===== src/rtl/ball_scheduler.sv =====
// Frame-driven motion scheduler for a set of bouncing objects on a 256x128 playfield.
// Per-object state lives in a small register file. The host writes it through a config
// port while the block is idle. Each frame_tick starts a pass that steps one slot per
// cycle. A registered read port lets the renderer fetch position and color at any time.
module ball_scheduler #(
  parameter int NUM_OBJ = 4,
  parameter int X_MAX   = 255,
  parameter int Y_MAX   = 127,
  localparam int IDX_W  = $clog2(NUM_OBJ)
) (
  input  logic             clk,
  input  logic             rst,
  input  logic             frame_tick,
  input  logic             cfg_we,
  output logic             cfg_ready,
  input  logic [IDX_W-1:0] cfg_idx,
  input  logic [7:0]       cfg_x,
  input  logic [6:0]       cfg_y,
  input  logic             cfg_vx,
  input  logic             cfg_vy,
  input  logic [11:0]      cfg_color,
  input  logic             cfg_en,
  input  logic [IDX_W-1:0] rd_idx,
  output logic [7:0]       rd_x,
  output logic [6:0]       rd_y,
  output logic [11:0]      rd_color,
  output logic             busy,
  output logic             done,
  output logic             overrun
);

  typedef enum logic [1:0] {
    IDLE,
    UPDATE,
    DONE
  } state_e;

  localparam logic [7:0]       X_LIM    = 8'(X_MAX);
  localparam logic [6:0]       Y_LIM    = 7'(Y_MAX);
  localparam logic [IDX_W-1:0] LAST_IDX = IDX_W'(NUM_OBJ - 1);

  state_e           state_q, state_d;
  logic [IDX_W-1:0] idx_q, idx_d;
  logic             overrun_q, overrun_d;

  logic [7:0]  x_q     [NUM_OBJ];
  logic [7:0]  x_d     [NUM_OBJ];
  logic [6:0]  y_q     [NUM_OBJ];
  logic [6:0]  y_d     [NUM_OBJ];
  logic        vx_q    [NUM_OBJ];
  logic        vx_d    [NUM_OBJ];
  logic        vy_q    [NUM_OBJ];
  logic        vy_d    [NUM_OBJ];
  logic [11:0] color_q [NUM_OBJ];
  logic [11:0] color_d [NUM_OBJ];
  logic        en_q    [NUM_OBJ];
  logic        en_d    [NUM_OBJ];

  logic [7:0]  rd_x_q, rd_x_d;
  logic [6:0]  rd_y_q, rd_y_d;
  logic [11:0] rd_color_q, rd_color_d;

  logic [7:0]  cfg_x_c;
  logic [6:0]  cfg_y_c;
  logic [7:0]  step_x;
  logic [6:0]  step_y;
  logic        step_vx, step_vy;
  logic        rd_valid;

  // The widening bit keeps the compare meaningful even when the limit is the full range.
  assign cfg_x_c  = ({1'b0, cfg_x} > {1'b0, X_LIM}) ? X_LIM : cfg_x;
  assign cfg_y_c  = ({1'b0, cfg_y} > {1'b0, Y_LIM}) ? Y_LIM : cfg_y;
  assign rd_valid = (32'(rd_idx) < NUM_OBJ);

  assign cfg_ready = (state_q == IDLE);
  assign busy      = (state_q == UPDATE);
  assign done      = (state_q == DONE);
  assign overrun   = overrun_q;
  assign rd_x      = rd_x_q;
  assign rd_y      = rd_y_q;
  assign rd_color  = rd_color_q;

  // Pass sequencing: a tick in IDLE starts a pass; ticks arriving mid-pass only flag overrun.
  always_comb begin
    state_d   = state_q;
    idx_d     = idx_q;
    overrun_d = overrun_q;
    case (state_q)
      IDLE: begin
        if (frame_tick) begin
          state_d = UPDATE;
          idx_d   = '0;
        end
      end
      UPDATE: begin
        if (idx_q == LAST_IDX) begin
          state_d = DONE;
          idx_d   = '0;
        end else begin
          idx_d = idx_q + 1'b1;
        end
        if (frame_tick) overrun_d = 1'b1;
      end
      DONE: begin
        state_d = IDLE;
        if (frame_tick) overrun_d = 1'b1;
      end
      default: begin
        state_d = IDLE;
        idx_d   = '0;
      end
    endcase
  end

  // Bounce rule for the slot under idx: move one step, reflecting off either wall without wrapping.
  always_comb begin
    step_x  = x_q[idx_q];
    step_vx = vx_q[idx_q];
    step_y  = y_q[idx_q];
    step_vy = vy_q[idx_q];
    if (vx_q[idx_q]) begin
      if (x_q[idx_q] < X_LIM) begin
        step_x = x_q[idx_q] + 8'd1;
      end else begin
        step_x  = X_LIM - 8'd1;
        step_vx = 1'b0;
      end
    end else begin
      if (x_q[idx_q] != 8'd0) begin
        step_x = x_q[idx_q] - 8'd1;
      end else begin
        step_x  = 8'd1;
        step_vx = 1'b1;
      end
    end
    if (vy_q[idx_q]) begin
      if (y_q[idx_q] < Y_LIM) begin
        step_y = y_q[idx_q] + 7'd1;
      end else begin
        step_y  = Y_LIM - 7'd1;
        step_vy = 1'b0;
      end
    end else begin
      if (y_q[idx_q] != 7'd0) begin
        step_y = y_q[idx_q] - 7'd1;
      end else begin
        step_y  = 7'd1;
        step_vy = 1'b1;
      end
    end
  end

  // Register file update: host writes only in IDLE, the pass steps one enabled slot per cycle.
  always_comb begin
    x_d     = x_q;
    y_d     = y_q;
    vx_d    = vx_q;
    vy_d    = vy_q;
    color_d = color_q;
    en_d    = en_q;
    if ((state_q == IDLE) && cfg_we) begin
      x_d[cfg_idx]     = cfg_x_c;
      y_d[cfg_idx]     = cfg_y_c;
      vx_d[cfg_idx]    = cfg_vx;
      vy_d[cfg_idx]    = cfg_vy;
      color_d[cfg_idx] = cfg_color;
      en_d[cfg_idx]    = cfg_en;
    end
    if ((state_q == UPDATE) && en_q[idx_q]) begin
      x_d[idx_q]     = step_x;
      y_d[idx_q]     = step_y;
      vx_d[idx_q]    = step_vx;
      vy_d[idx_q]    = step_vy;
      color_d[idx_q] = color_q[idx_q] + 12'd1;
    end
  end

  // Renderer read port: look up the addressed slot; out-of-range addresses read as zero.
  always_comb begin
    rd_x_d     = '0;
    rd_y_d     = '0;
    rd_color_d = '0;
    if (rd_valid) begin
      rd_x_d     = x_q[rd_idx];
      rd_y_d     = y_q[rd_idx];
      rd_color_d = color_q[rd_idx];
    end
  end

  // State, register file and read-port flops; reset also aborts any pass in flight.
  always_ff @(posedge clk) begin
    if (rst) begin
      state_q    <= IDLE;
      idx_q      <= '0;
      overrun_q  <= 1'b0;
      rd_x_q     <= '0;
      rd_y_q     <= '0;
      rd_color_q <= '0;
      for (int i = 0; i < NUM_OBJ; i++) begin
        x_q[i]     <= 8'd1;
        y_q[i]     <= 7'd1;
        vx_q[i]    <= 1'b1;
        vy_q[i]    <= 1'b1;
        color_q[i] <= 12'd0;
        en_q[i]    <= 1'b1;
      end
    end else begin
      state_q    <= state_d;
      idx_q      <= idx_d;
      overrun_q  <= overrun_d;
      rd_x_q     <= rd_x_d;
      rd_y_q     <= rd_y_d;
      rd_color_q <= rd_color_d;
      x_q        <= x_d;
      y_q        <= y_d;
      vx_q       <= vx_d;
      vy_q       <= vy_d;
      color_q    <= color_d;
      en_q       <= en_d;
    end
  end

endmodule


===== config.mk =====
export PLATFORM = sky130hd
export DESIGN_NAME = ball_scheduler
export DESIGN_NICKNAME = d
export VERILOG_FILES = /design/src/rtl/ball_scheduler.sv
export SDC_FILE = /design/constraint.sdc
export NUM_CORES = 1
export LEC_CHECK = 0
export ABC_CLOCK_PERIOD_IN_PS = 6960
export BUFFER_PORTS_ARGS = -buffer_cell sky130_fd_sc_hd__buf_2
export CORE_MARGIN = 8
export CORE_UTILIZATION = 55
export DETAILED_ROUTE_END_ITERATION = 6
export MAX_ROUTING_LAYER = met4
export PLACE_DENSITY = 0.86
export SLEW_MARGIN = 10
export SYNTH_ARGS = -nofsm -noshare
export SYNTH_HDL_FRONTEND = slang
export SYNTH_SLANG_ARGS = --single-unit

===== constraint.sdc =====
create_clock -name clk -period 6.96 [get_ports clk]
set_clock_uncertainty 0.1 [all_clocks]
set_input_delay 0 -clock clk [delete_from_list [all_inputs] [get_ports clk]]
set_output_delay 0 -clock clk [all_outputs]
set_load 0.05 [all_outputs]

# Word level (Yosys, flattened, before mapping)
# Cells that the tools add are included.
# word_totals
reg_bits	152
output_inout_bits	31
# op_classes
n_eq_ne	5
reduce_logical	11
bitwise_logic	4
mux	82
order_cmp	7
n_addsub	6
# op_table
cell	count
bitwise mux 48 bit	2
two-way mux 48 bit	2
two-way mux 12 bit	6
two-way mux 8 bit	9
bitwise mux 32 bit	2
two-way mux 32 bit	2
two-way mux 7 bit	9
bitwise mux 28 bit	2
two-way mux 28 bit	2
binary-select mux 12 bit (select 2 bit)	2
demux 12 bit (select 2 bit)	2
binary-select mux 8 bit (select 2 bit)	2
demux 8 bit (select 2 bit)	2
binary-select mux 7 bit (select 2 bit)	2
demux 7 bit (select 2 bit)	2
bitwise mux 4 bit	5
two-way mux 4 bit	4
two-way mux 1 bit	14
adder 12 x 1 -> 12 bit (second input constant)	1
greater-or-equal comparator 3 bit (second input constant)	3
inverter 2 -> 3 bit	3
adder 8 x 1 -> 8 bit (second input constant)	1
< comparator 8 bit (second input constant)	1
two-way mux 2 bit	4
21 further kinds	31

# Longest topological paths before layout
# Gate-level depths: netlist of run 1.
# depth
ltp_word	9
depth_mapped	12
ltp_nobuf	9

# Least setup slack after synthesis of run 1
# OpenSTA, ideal clock, no wires.
# synth_path
path_type	reg2reg
start	register idx_q[0]
end	register y_q[4] (netlist bit)
n_path_buf	3
arrival_time_ns	2.975
path_stages_with_launch	13
slack_ns	3.820
path_cell_list	dfxtp_1 -> buf_6 -> buf_4 -> buf_4 -> mux4_2 -> inv_1 -> ha_1 -> inv_1 -> or4_1 -> a22oi_1 -> o22ai_1 -> mux2_1 -> nor2_1
# synth_between
elab_chain_len	9
# synth_lines
item	line_no	text
from (decl)	43	logic [IDX_W-1:0] idx_q, idx_d;
from (signal assigned)	209	idx_q <= idx_d;
inverter 2 -> 3 bit (not written as such) *	-	
binary-select mux 7 bit (select 2 bit)	-	
two-way mux 7 bit (not written as such) (2 in series)	-	
subtractor 7 x 1 -> 7 bit (tied with other cells)	145	step_y = y_q[idx_q] - 7'd1;
two-way mux 7 bit, on equally long branches	144, 137	
two-way mux 7 bit	136	if (vy_q[idx_q]) begin
bitwise mux 28 bit	171	y_d[idx_q] = step_y;
two-way mux 28 bit *	169	if ((state_q == UPDATE) && en_q[idx_q]) begin
to (signal assigned)	215	y_q <= y_d;
to (decl)	48	logic [6:0] y_q [NUM_OBJ];
# Every way passes the cells marked *; elsewhere a longest branch is shown, timed or not. The select of a mux whose other input is x is not followed.
# A chain may end at the register's enable or synchronous reset.

# Final worst setup path of run 1
# layout_path
start	register idx_q[0]
end	register x_q[21] (netlist bit)
# layout_between
elab_chain_len	9
# layout_lines
item	line_no	text
inverter 2 -> 3 bit (not written as such) *	-	
binary-select mux 8 bit (select 2 bit)	-	
two-way mux 8 bit (not written as such) (2 in series)	-	
subtractor 8 x 1 -> 8 bit (tied with other cells)	130	step_x = x_q[idx_q] - 8'd1;
two-way mux 8 bit, on equally long branches	129, 122	
two-way mux 8 bit	121	if (vx_q[idx_q]) begin
bitwise mux 32 bit	170	x_d[idx_q] = step_x;
two-way mux 32 bit *	169	
to (signal, indexed assignment)	200	x_q[i] <= 8'd1;
to (signal assigned)	214	x_q <= x_d;
to (decl)	46	logic [7:0] x_q [NUM_OBJ];
# Marks and branches as above.

==> impl_metrics.json, run 1 <==
{
  "dr.first_iter.drc_count": 1081,
  "path_clk_slew_ns": 0.06,
  "ys_warn_count": 0,
  "final_common_cell": "nand2_1",
  "place.gp.congestion": 0.942,
  "post_cts_buffers": 0,
  "ys_top_cells_by_area": "dfxtp_1, mux4_2, nand2_1, a211oi_1, and3_1",
  "stdcell_count": 1239,
  "dp_cells": 1174,
  "final_cell_mix": "nand2_1, dfxtp_1, buf_2",
  "drv_cap": 0,
  "dieHeight_um": 141,
  "relSlewSlack_pct": 15.8,
  "ir_drop_uv": 191,
  "syn_inst": 959,
  "post_drt_via_cell_ratio": 6.40,
  "max_slew.worst_pin.slew_ns": 1.26,
  "start_util_pct": 56.4,
  "ant_nets": 0,
  "hold_viol": 0,
  "ys_seq_elements": 152,
  "synth_top_family_by_area": "simple AND/OR/NAND/NOR gates",
  "die_w_um": 141,
  "syn_area_mm2": 0.00860,
  "startpoint_type": "flip-flop",
  "gr-total-overflow": 0,
  "syn_area_per_cell_um2": 8.97,
  "synthDominantCellAreaShare_pct": 35.4,
  "rows": 45,
  "wire_per_inst_um": 20.3,
  "path_class": "flip-flop to flip-flop",
  "synth_compound_area_share_pct": 16.3,
  "ctsHtreeMaxLevel": 4,
  "p_leak_nw": 3.61,
  "first_global_vias": 7728,
  "finalWirelength_mm": 25.2,
  "hpwl_mm": 14.7,
  "setup_viol_count_final": 0,
  "hp-class": "input pin to flip-flop",
  "post-route-period-util_pct": 54.3,
  "antenna_found_initial": 1,
  "io_buffers": 68,
  "worst_ep_arrival_time_ns": 3.93,
  "power_density_mw_per_mm2": 237,
  "synth-main-ff-cell": "dfxtp_1",
  "cts_root_buffer": "clkbuf_16",
  "rsz0062_at_grt": "false",
  "cts_tree": "done",
  "dieArea_mm2": 0.0199,
  "nets": 1066,
  "grt_util_all_layers_pct": 26.0,
  "synth_mux_area_share_pct": 17.4,
  "netlist.top_cell.by_area": "dfxtp_1",
  "core_area_mm2": 0.0153,
  "synthArstFlopShare_pct": 0,
  "setup_tns_ns": 0,
  "syn-num-nets": 1011,
  "clkLatencyLatePin_ns": 0.44,
  "ys_seq_area_share_pct": 35.4,
  "path_max_fanout": 22,
  "grt_max_degree": 96,
  "final_layout_size_suffix_gt1_share_pct": 19.0,
  "synth-edff-count": 0,
  "clkSinkCount": 152,
  "final-max-slew-violation-count": 0,
  "fmax_mhz": 265,
  "yosysUniqueCellTypes": 61,
  "status": "completed",
  "dr.pass1.iters": 5,
  "period_minus_slack_ns": 3.78,
  "cts_buffer_depth": 2,
  "via_count": 7930,
  "grt_pass1_wl_mm": 40.2,
  "cts-resized-gates": 0,
  "boundaryPins": 69,
  "required_ns": 7.11,
  "cts_buffers": 17,
  "synth_xor_area_share_pct": 1.93,
  "drc": 0,
  "synth_fa_ha_area_share_pct": 2.04,
  "end_kind": "flip-flop",
  "synthToLayoutAreaGrowth_pct": 15.3,
  "synthSimpleGateAreaFrac_pct": 22.5
}
==> final timing paths <==
check / start / slack [ns] / end / cells past startpoint
setup reg to reg: idx_q[0] / 3.18 / x_q[21] / 7
hold reg to reg: en_q[1] / 0.37 / en_q[1] / 2
setup / recovery: idx_q[0] / 3.18 / x_q[21] / 7
hold / removal: cfg_idx[1] / 0.16 / en_q[1] / 5
==> logic make-up (layout without fill, tap and decap cells) <==
| group | Yosys count | in the layout |
|---|---|---|
| adders and majority gates | 14 | 14 |
| buffers and inverters | 93 | 161 |
| muxes | 78 | 78 |
| xor gates and xnor gates | 19 | 19 |
| and+or+nand+nor | 413 | 413 |
| AOI/OAI and AO/OA | 190 | 190 |
| DFF | 152 | 152 |
| other | 0 | 1 |
==> per-stage QoR <==
stage | instance area, um^2 | hold slack (ns) | setup WS (ns) | utilization (%) | power, mW
after floorplan | 8600 | 0.0179 | 3.82 | - | 1.30
after global placement | 9000 | 0.159 | 3.33 | 59.0 | 1.39
after detailed placement | 9000 | 0.180 | 3.30 | 59.0 | 1.41
after CTS | 9920 | 0.150 | 3.26 | 65.0 | 2.35
after global routing | 9920 | 0.189 | 3.07 | 65.0 | 2.44
final | 9920 | 0.165 | 3.18 | 65.0 | 2.35
==> Yosys cell counts (all sizes together), types with 12 or more instances <==
cell    number
nor2        50
nor2b       42
a211oi      68
inv         15
a21o        19
a21oi       21
buf         16
a311oi      21
mux2i       16
ha          14
nand3       21
nand2      217
and3        42
a31oi       12
mux4        57
dfxtp      152
clkbuf      62
==> sequential cells by signal, indices dropped and copies added, names as in the netlist <==
signal and flops:
x_q 32, vy_q 4, color_q 48, en_q 4, y_q 28, rd_color 12
rd_x 8, overrun 1, vx_q 4, idx_q 2, rd_y 7, state_q 2
==> report_power, final <==
group | leakage (nW) | total [mW] | internal [mW] | switching, mW
sequential | 1.24 | 0.955 | 0.921 | 0.0334
combinational | 2.08 | 0.461 | 0.187 | 0.274
clock | 0.289 | 0.938 | 0.574 | 0.365
total | 3.61 | 2.35 | 1.68 | 0.673
==> worst max-delay path, cell delays in order (launching register included) <==
cell and delay, ns:
dfxtp_2 0.58, buf_4 0.51, mux4_2 0.68, or4_4 0.61
nor4_4 0.51, nor2_2 0.15, o22ai_1 0.31, a211oi_1 0.12
==> final cells by class <==
cell class	instances	area, um^2
clock buffer	25	505
multi-input combinational	714	5190
timing repair buffer	114	768
sequential	152	3040
antenna	1	2.50
tap	211	264
clock inverter	7	90.1
fill	1184	5340
inverter	15	56.3
==> metal layers <==
metal | vias up | GRT usage [%] | wire [um] | part of all wire [%]
li1 | 3594 | - | - | -
met4 | 0 | 11.1 | 558 | 2.2
met1 | 3774 | 32.5 | 9900 | 39
met3 | 53 | 4.86 | 2590 | 10
met2 | 509 | 40.6 | 12100 | 48
met5 | - | - | 0 | 0
==> repair_timing <==
item                                    CTS  global route
hold buffers                             32             0
endpoints found under the setup margin    0             0
hold endpoints to repair                141             0
Power figures use the tool's default switching activity.
==> inputs of run 2 (changes only) <==
--- a/config.mk
+++ b/config.mk
@@ -5,7 +5,7 @@
 export SDC_FILE = /design/constraint.sdc
 export NUM_CORES = 1
 export LEC_CHECK = 0
-export ABC_CLOCK_PERIOD_IN_PS = 6960
+export ABC_CLOCK_PERIOD_IN_PS = 3700
 export BUFFER_PORTS_ARGS = -buffer_cell sky130_fd_sc_hd__buf_2
 export CORE_MARGIN = 8
 export CORE_UTILIZATION = 55
==> constraint.sdc (replaced) <==
create_clock -name clk -period 3.7 [get_ports clk]
set_clock_uncertainty 0.1 [all_clocks]
set_input_delay 0 -clock clk [delete_from_list [all_inputs] [get_ports clk]]
set_output_delay 0 -clock clk [all_outputs]
set_load 0.05 [all_outputs]
==> run 2 against run 1 <==
- fmax increased by 17%
- first-iteration DRC count decreased by 7.7%
- die area unchanged
- critical path depth increased by 3
- core utilization increased by 0.61 points
- sequential power increased by 88%
- power increased by 89%
- via count increased by 1.8%
- non-clock buffer count increased by 11
- global-route usage increased by 0.57 points
- combinational power increased by 90%
- critical endpoint is now y_q[4]
==> impl_metrics.json, run 2 (synthesized netlist as in run 1, its figures left out) <==
{
  "dieHeight_um": 141,
  "setup_tns_ns": 0,
  "r2r_start": "idx_q[0]",
  "rr_worst_depth": 10,
  "p_comb_share_pct": 19.7,
  "grt_max_degree": 80,
  "place.gp.congestion": 0.924,
  "hold_path_end": "rd_color[1]",
  "max_slew.worst_pin.slew_ns": 1.10,
  "status": "completed",
  "path_cells": "buf_4 > mux4_2 > inv_1 > ha_1 > inv_1 > or4_1 > a22oi_1 > o22ai_1 > mux2_1 > nor2_1",
  "max_flop_register": "color_q",
  "final_layout_size_suffix_gt1_share_pct": 19.8,
  "io_buffers": 68,
  "worst_ep_arrival_time_ns": 3.50,
  "dr.first_iter.drc_count": 998,
  "diodes": 0,
  "end_kind": "flip-flop",
  "final_cell_mix": "nand2_1, dfxtp_1, buf_2",
  "die_w_um": 141,
  "fmax_mhz": 311,
  "path_class": "flip-flop to flip-flop",
  "dieArea_mm2": 0.0199,
  "p_int_mw": 3.17,
  "ant_nets": 0,
  "holdPathStages": 2,
  "final_common_cell": "nand2_1",
  "min_from": "rst",
  "clkLatencyLatePin_ns": 0.44,
  "path_max_fanout": 11,
  "gr-total-overflow": 0,
  "post_drt_via_cell_ratio": 6.46,
  "fin_util_pct": 65.6,
  "top_regs": "color_q: 48 flops, x_q: 32 flops, y_q: 28 flops",
  "ctsHtreeMaxLevel": 4,
  "antenna_found_initial": 0,
  "final-max-slew-violation-count": 0,
  "ir_drop_uv": 412,
  "clkPwrFrac_pct": 39.8,
  "drv_cap": 0,
  "drc": 0,
  "core_area_mm2": 0.0153,
  "cts_tree": "done",
  "switchingPower_mw": 1.28,
  "relSlewSlack_pct": 26.9,
  "boundaryPins": 69,
  "grt_util_all_layers_pct": 26.6,
  "dp_cells": 1186,
  "largest_reg_flops": 48,
  "cpMostUsedCell": "inv_1",
  "cts_buffer_depth": 2,
  "max_stage_delay_ns": 0.59,
  "first_global_vias": 7765,
  "hpwl_mm": 15.5,
  "p_leak_nw": 3.66,
  "stdcell_count": 1249,
  "path_clk_slew_ns": 0.06,
  "hp-class": "input pin to flip-flop",
  "finalWirelength_mm": 25.5,
  "wire_per_inst_um": 20.4,
  "regToRegSetupSlack_ns": 0.48,
  "post-route-period-util_pct": 86.9,
  "clkSinkCount": 152,
  "regToRegEndpoint": "y_q[4]",
  "critical-path-slowest-cell": "dfxtp_2",
  "setup_viol_count_final": 0,
  "post-place-ws_ns": 0.533,
  "power_density_mw_per_mm2": 444,
  "dr.pass1.iters": 6,
  "seqPwrFrac_pct": 40.4,
  "cts-resized-gates": 0,
  "p_total_mw": 4.45,
  "start_util_pct": 56.4,
  "via_count": 8074,
  "hold_viol": 0,
  "swShare_pct": 28.7,
  "cts_buffers": 17,
  "crit_family": "multiplexers",
  "grt_pass1_wl_mm": 40.7,
  "rows": 45,
  "setup_slack_ns": 0.484,
  "rsz0062_at_grt": "false",
  "cts_root_buffer": "clkbuf_16",
  "period_minus_slack_ns": 3.22,
  "cp_num_buf_inv": 3,
  "synthToLayoutAreaGrowth_pct": 16.4,
  "startpoint_type": "flip-flop",
  "nets": 1077,
  "required_ns": 3.98
}
## run 2: stage by stage
step	instance area, um^2	hold WS [ns]
3_3_place_gp	9110	0.159
6_report	10000	0.0449
4_1_cts	10000	0.0459
2_1_floorplan	8600	0.0179
3_5_place_dp	9110	0.167
5_1_grt	10000	0.0693
## run 2: worst max-delay path by stage
stage	from	end	slack, ns	cells after the start
after floorplan	idx_q[0]	y_q[4]	0.56	12
after global placement	idx_q[0]	y_q[4]	0.58	10
after detailed placement	idx_q[0]	y_q[4]	0.53	10
after CTS	idx_q[0]	y_q[4]	0.50	10
after global routing	idx_q[0]	y_q[4]	0.32	10
final	idx_q[0]	y_q[4]	0.48	10
## run 2: timing repair
action | 4_1_cts | 5_1_grt
hold endpoints to repair | 125 | 0
setup endpoints to repair | 0 | 0
setup buffers | 0 | 0
hold buffers | 31 | 0
## run 2: layout make-up
class                      instances  area [um^2]
clock inverter                    11          149
multi-input combinational        714         5190
fill                            1174         5240
sequential                       152         3040
tap                              211          264
timing repair buffer             125          861
clock buffer                      21          450
inverter                          15         56.3
## run 2: power groups by stage
stage | registers (mW) | logic, mW | clock network [mW]
after global placement | 1.82 | 0.811 | 0
after global routing | 1.81 | 0.942 | 1.85
after floorplan | 1.86 | 0.589 | 0
after detailed placement | 1.83 | 0.831 | 0
after CTS | 1.79 | 0.864 | 1.79
final | 1.80 | 0.878 | 1.77
## run 2: per-layer routing
metal / vias to the layer above / wire [um] / track usage (%)
met5: - / 0 / -
met4: 0 / 900 / 13.9
met3: 83 / 2730 / 4.86
met2: 518 / 12100 / 41.8
met1: 3859 / 9760 / 32.1
li1: 3614 / - / -
